--- src/rtl/bwdaux_output_allocator.sv ---
// ============================================================================
//  Module   : bwdaux_output_allocator
//  Purpose  : Round-robin packet allocator for one backward-aux switch output;
//             the winner holds the output until its tail flit is accepted.
//  Revision : 1.0 - initial release
// ============================================================================
`default_nettype none

module bwdaux_output_allocator #(
  parameter int SWITCH_INPUTS = 4,
  parameter int PTR_W         = 2
) (
  input  logic                     clock,
  input  logic                     reset,
  input  logic [SWITCH_INPUTS-1:0] req_in,
  input  logic [SWITCH_INPUTS-1:0] flit_valid_in,
  input  logic [SWITCH_INPUTS-1:0] tail_in,
  input  logic                     out_ready,
  output logic [SWITCH_INPUTS-1:0] alloc_out,
  output logic                     busy_out,
  output logic [PTR_W-1:0]         rr_ptr_out
);

  localparam logic [0:0] ST_IDLE   = 1'b0;
  localparam logic [0:0] ST_LOCKED = 1'b1;

  logic [0:0]               state_q, state_d;
  logic [SWITCH_INPUTS-1:0] alloc_q, alloc_d;
  logic [PTR_W-1:0]         owner_q, owner_d;
  logic [PTR_W-1:0]         rr_ptr_q, rr_ptr_d;

  logic                     win_found;
  logic [PTR_W-1:0]         win_idx;
  logic [SWITCH_INPUTS-1:0] win_oh;
  logic                     hi_found, lo_found;
  logic [PTR_W-1:0]         hi_idx, lo_idx;
  logic [SWITCH_INPUTS-1:0] hi_oh, lo_oh;
  logic                     release_w;
  logic [PTR_W-1:0]         ptr_after_owner;

  // Two-pass scan: first requester at or above the pointer, else first overall.
  always_comb begin
    hi_found = 1'b0;
    hi_idx   = '0;
    hi_oh    = '0;
    lo_found = 1'b0;
    lo_idx   = '0;
    lo_oh    = '0;
    for (int i = 0; i < SWITCH_INPUTS; i++) begin
      if (req_in[i] && (i >= int'(rr_ptr_q)) && !hi_found) begin
        hi_found  = 1'b1;
        hi_idx    = PTR_W'(i);
        hi_oh[i]  = 1'b1;
      end
      if (req_in[i] && !lo_found) begin
        lo_found  = 1'b1;
        lo_idx    = PTR_W'(i);
        lo_oh[i]  = 1'b1;
      end
    end
    win_found = hi_found | lo_found;
    win_idx   = hi_found ? hi_idx : lo_idx;
    win_oh    = hi_found ? hi_oh  : lo_oh;
  end

  // alloc_q is one-hot in LOCKED, so masking selects the owner's flit bits.
  assign release_w = out_ready & (|(alloc_q & flit_valid_in & tail_in));

  assign ptr_after_owner = (owner_q == PTR_W'(SWITCH_INPUTS - 1)) ? '0
                                                                  : owner_q + PTR_W'(1);

  always_ff @(posedge clock) begin
    if (reset) begin
      state_q  <= ST_IDLE;
      alloc_q  <= '0;
      owner_q  <= '0;
      rr_ptr_q <= '0;
    end else begin
      state_q  <= state_d;
      alloc_q  <= alloc_d;
      owner_q  <= owner_d;
      rr_ptr_q <= rr_ptr_d;
    end
  end

  always_comb begin
    state_d = state_q;
    case (state_q)
      ST_IDLE:   if (win_found) state_d = ST_LOCKED;
      ST_LOCKED: if (release_w) state_d = ST_IDLE;
      default:   state_d = ST_IDLE;
    endcase
  end

  always_comb begin
    alloc_d  = alloc_q;
    owner_d  = owner_q;
    rr_ptr_d = rr_ptr_q;
    case (state_q)
      ST_IDLE: begin
        alloc_d = '0;
        if (win_found) begin
          alloc_d = win_oh;
          owner_d = win_idx;
        end
      end
      ST_LOCKED: begin
        if (release_w) begin
          alloc_d  = '0;
          rr_ptr_d = ptr_after_owner;
        end
      end
      default: alloc_d = '0;
    endcase
  end

  assign alloc_out  = alloc_q;
  assign busy_out   = |alloc_q;
  assign rr_ptr_out = rr_ptr_q;

endmodule

`default_nettype wire

--- config.mk ---
export PLATFORM = sky130hd
export DESIGN_NAME = bwdaux_output_allocator
export DESIGN_NICKNAME = d
export VERILOG_FILES = /design/src/rtl/bwdaux_output_allocator.sv
export SDC_FILE = /design/constraint.sdc
export NUM_CORES = 1
export LEC_CHECK = 0
export ABC_AREA = 1
export CAP_MARGIN = 20
export CORE_AREA = 2 2 39 41
export DETAILED_ROUTE_END_ITERATION = 10
export DIE_AREA = 0 0 41 43
export DONT_BUFFER_PORTS = 1
export GPL_TIMING_DRIVEN = 0
export PLACE_DENSITY_LB_ADDON = 0.12
export SKIP_LAST_GASP = 1
export SYNTH_ARGS = -nofsm -noshare
export SYNTH_HDL_FRONTEND = slang
export SYNTH_SLANG_ARGS = --single-unit
--- constraint.sdc ---
create_clock -name clock -period 1.1 [get_ports clock]
set_input_delay 0.22 -clock clock [delete_from_list [all_inputs] [get_ports clock]]
set_output_delay 0.22 -clock clock [all_outputs]
set_load 0.01 [all_outputs]
==> summary.txt <==
Critical path
  • Crit path buffers/inverters: 0
  • Slowest stage cell, crit path: or4_4
  • CP cell instances: or4_4
  • Worst-path fanout max: 4
  • Critical Path RT: 0.88 ns
  • Cell family with most CP delay: simple AND/OR/NAND/NOR gates
  • CP arrival: 1.17 ns
  • Setup crit end kind: output port
  • Startpoint Class: register
  • Critical path's largest stage delay: 0.55 ns
  • WS Path Type: register to output port

STA
  • Final worst slack: -0.2931 ns
  • Final Cycle Share: 1.266
  • Setup_tns: -0.2931 ns
  • Worst Skew: 0.005256 ns
  • Final hold viol count: 0
  • Relative slew slack: 0.8417
  • Hold slack: 0.1369 ns
  • Final setup fails: 1
  • Slew of the pin with the lowest slew margin: 0.2375 ns
  • Fmax: 717.8 MHz
  • Slew Limit Fails: 0
  • Unrepaired setup endpoints after global routing: true
  • Final min period: 1.393 ns

Placement
  • Placer Congestion: 0.7992
  • Pre-CTS WS: -0.07995 ns
  • PortBufs: 0
  • Dpl hpwl: 950.4 µm

Global routing
  • Tot GR Track Use: 0.1829
  • Antenna violations before repair: 0
  • First-pass GRT wire length: 2.042 mm
  • Largest net degree at the start of global routing: 9
  • Vias in the first global route: 507
  • Gr ovfl total: 0

Final layout
  • Area Overhead vs Synth: 27.58%
  • Fin nets: 107
  • Post-layout util: 0.5145
  • Share of cells above drive strength 1: 0.4333
  • Ant. Diodes: 0

Power and ir drop
  • Tot Pwr: 782.6 µW
  • VDD IR-drop max: 0.0006206 V
  • Pwr/cell area: 1099 mW/mm²
  • Lkg Pwr: 0.3184 nW

Routing
  • DRC Markers: 0
  • DR WL/cell: 12.73 µm
  • Post-route ant nets: 0
  • Final wirelength: 1.349 mm
  • DRT Pass-1 Iters: 5
  • Vias per Instance: 5.226
  • Drt initial violations: 6
  • DR vias: 554

Synthesis
  • Main flop type after synthesis: dfxtp_1
  • Number of flops mapped to enable cells by yosys: 0
  • Cell variety after synth: 20
  • Count leader, synth: nand2_1
  • Seq/Total Area, Yosys: 0.3229
  • YS warnings: 0
  • Syn Inst Count: 83
  • Ys async rst share: 0
  • Post-Syn Area: 558.0 µm²
  • Ranking of synthesized cells by area: dfxtp_1, nand3_1, nand2_1, inv_1, nor2_1
  • Yosys reg bits: 9
  • Top cell type's share of synthesized area: 0.3229
  • Synthesized Nets: 99
  • Cell taking the most area after synthesis: dfxtp_1
  • Most frequent cells after synthesis: nand2_1, nand3_1, dfxtp_1
  • Syn Area/Cell: 6.723 µm²

Die
  • Starting density of the core: 0.4033
  • Die X: 41 µm
  • Die Y: 43 µm
  • CORE AREA: 0.001384 mm²
  • # IOs: 22
  • Cell row count: 14
  • Die area: 0.001763 mm²

Worst hold path
  • Hold WC Path Type: primary input to register

Clocking
  • CTS root buffer: clkbuf_4
  • CTS tree: done
  • Clk_lat worst skew: 0.27 ns
  • Clock Sinks: 9
  • Htree depth: 1
  • Clock buffer depth: 2
  • CTS Buf Count: 3
  • Reg clk slew, reported paths: 0.06 ns

Run
  • Max Cap Viol: 0

Run status
  • Failing checks: setup timing
  • Status: finished with violations
-- state kept, by name, summed over array words and instances (netlist names) --
signal / flops
rr_ptr_out: 2
alloc_out: 4
state_q: 1
owner_q: 2
-- repair_timing --
item,in CTS,in global routing
pin swaps,2,12
gates resized for setup,9,16
endpoints found under the hold margin,3,3
setup endpoints to repair,10,9
hold buffers,1,1
buffers inserted,0,1
-- metal layers --
metal / vias up / share of wire / track usage
li1: 291 / - / -
met5: - / 0 / 0
met4: 0 / 0.014 / 0.1000
met2: 14 / 0.49 / 0.2625
met1: 245 / 0.44 / 0.2065
met3: 4 / 0.061 / 0.09948
-- worst paths after layout --
path / start / endpoint / slack, ns / cells after the start
max: alloc_out[0] / busy_out / -0.29 / 1
max reg2reg: rr_ptr_out[1] / owner_q[0] / 0 / 7
min: reset / rr_ptr_out[1] / 0.14 / 3
min reg2reg: alloc_out[3] / alloc_out[3] / 0.52 / 2
-- cell type report --
| class | instances | area (µm²) |
|---|---|---|
| repair buffers | 3 | 27.53 |
| fillers | 138 | 671.9 |
| multi-input cells | 62 | 390.4 |
| plain buffers | 1 | 7.507 |
| flip-flops and latches | 9 | 198.9 |
| inverters | 11 | 41.29 |
| clock buffers | 4 | 26.28 |
| well taps | 16 | 20.02 |
-- layout by cell type, fill, tap and decap left out, drive strengths merged, types with 2 or more instances in the layout --
| cell type | Yosys | final |
|---|---|---|
| nor2 | 9 | 9 |
| nand3 | 16 | 16 |
| o21ai | 4 | 4 |
| nand2 | 21 | 21 |
| dlygate4sd3 | 0 | 2 |
| inv | 11 | 11 |
| dfxtp | 9 | 9 |
| clkbuf | 0 | 5 |
| nand4 | 2 | 2 |
| a21oi | 6 | 6 |
-- cell families (layout without fill, tap and decap cells) --
group,Yosys count,after routing,share of synthesized area
and+or+nand+nor,51,51,0.4619
buffers and inverters,12,19,0.08295
AOI/OAI and AO/OA,10,10,0.1099
DFF,9,9,0.3229
adders and majority gates,1,1,0.02242
-- through the flow --
step / std cells / area (µm²)
final: 106 / 711.9
after CTS: 104 / 643.1
after global routing: 106 / 711.9
after floorplan: 83 / 563.0
after detailed placement: 99 / 583.1
after global placement: 99 / 583.1
-- where the power goes --
part           switching (mW)  internal [mW]
Combinational          0.0903         0.0692
Clock                   0.120          0.140
Sequential             0.0222          0.341
No activity file was read; power rests on OpenSTA's default activity.
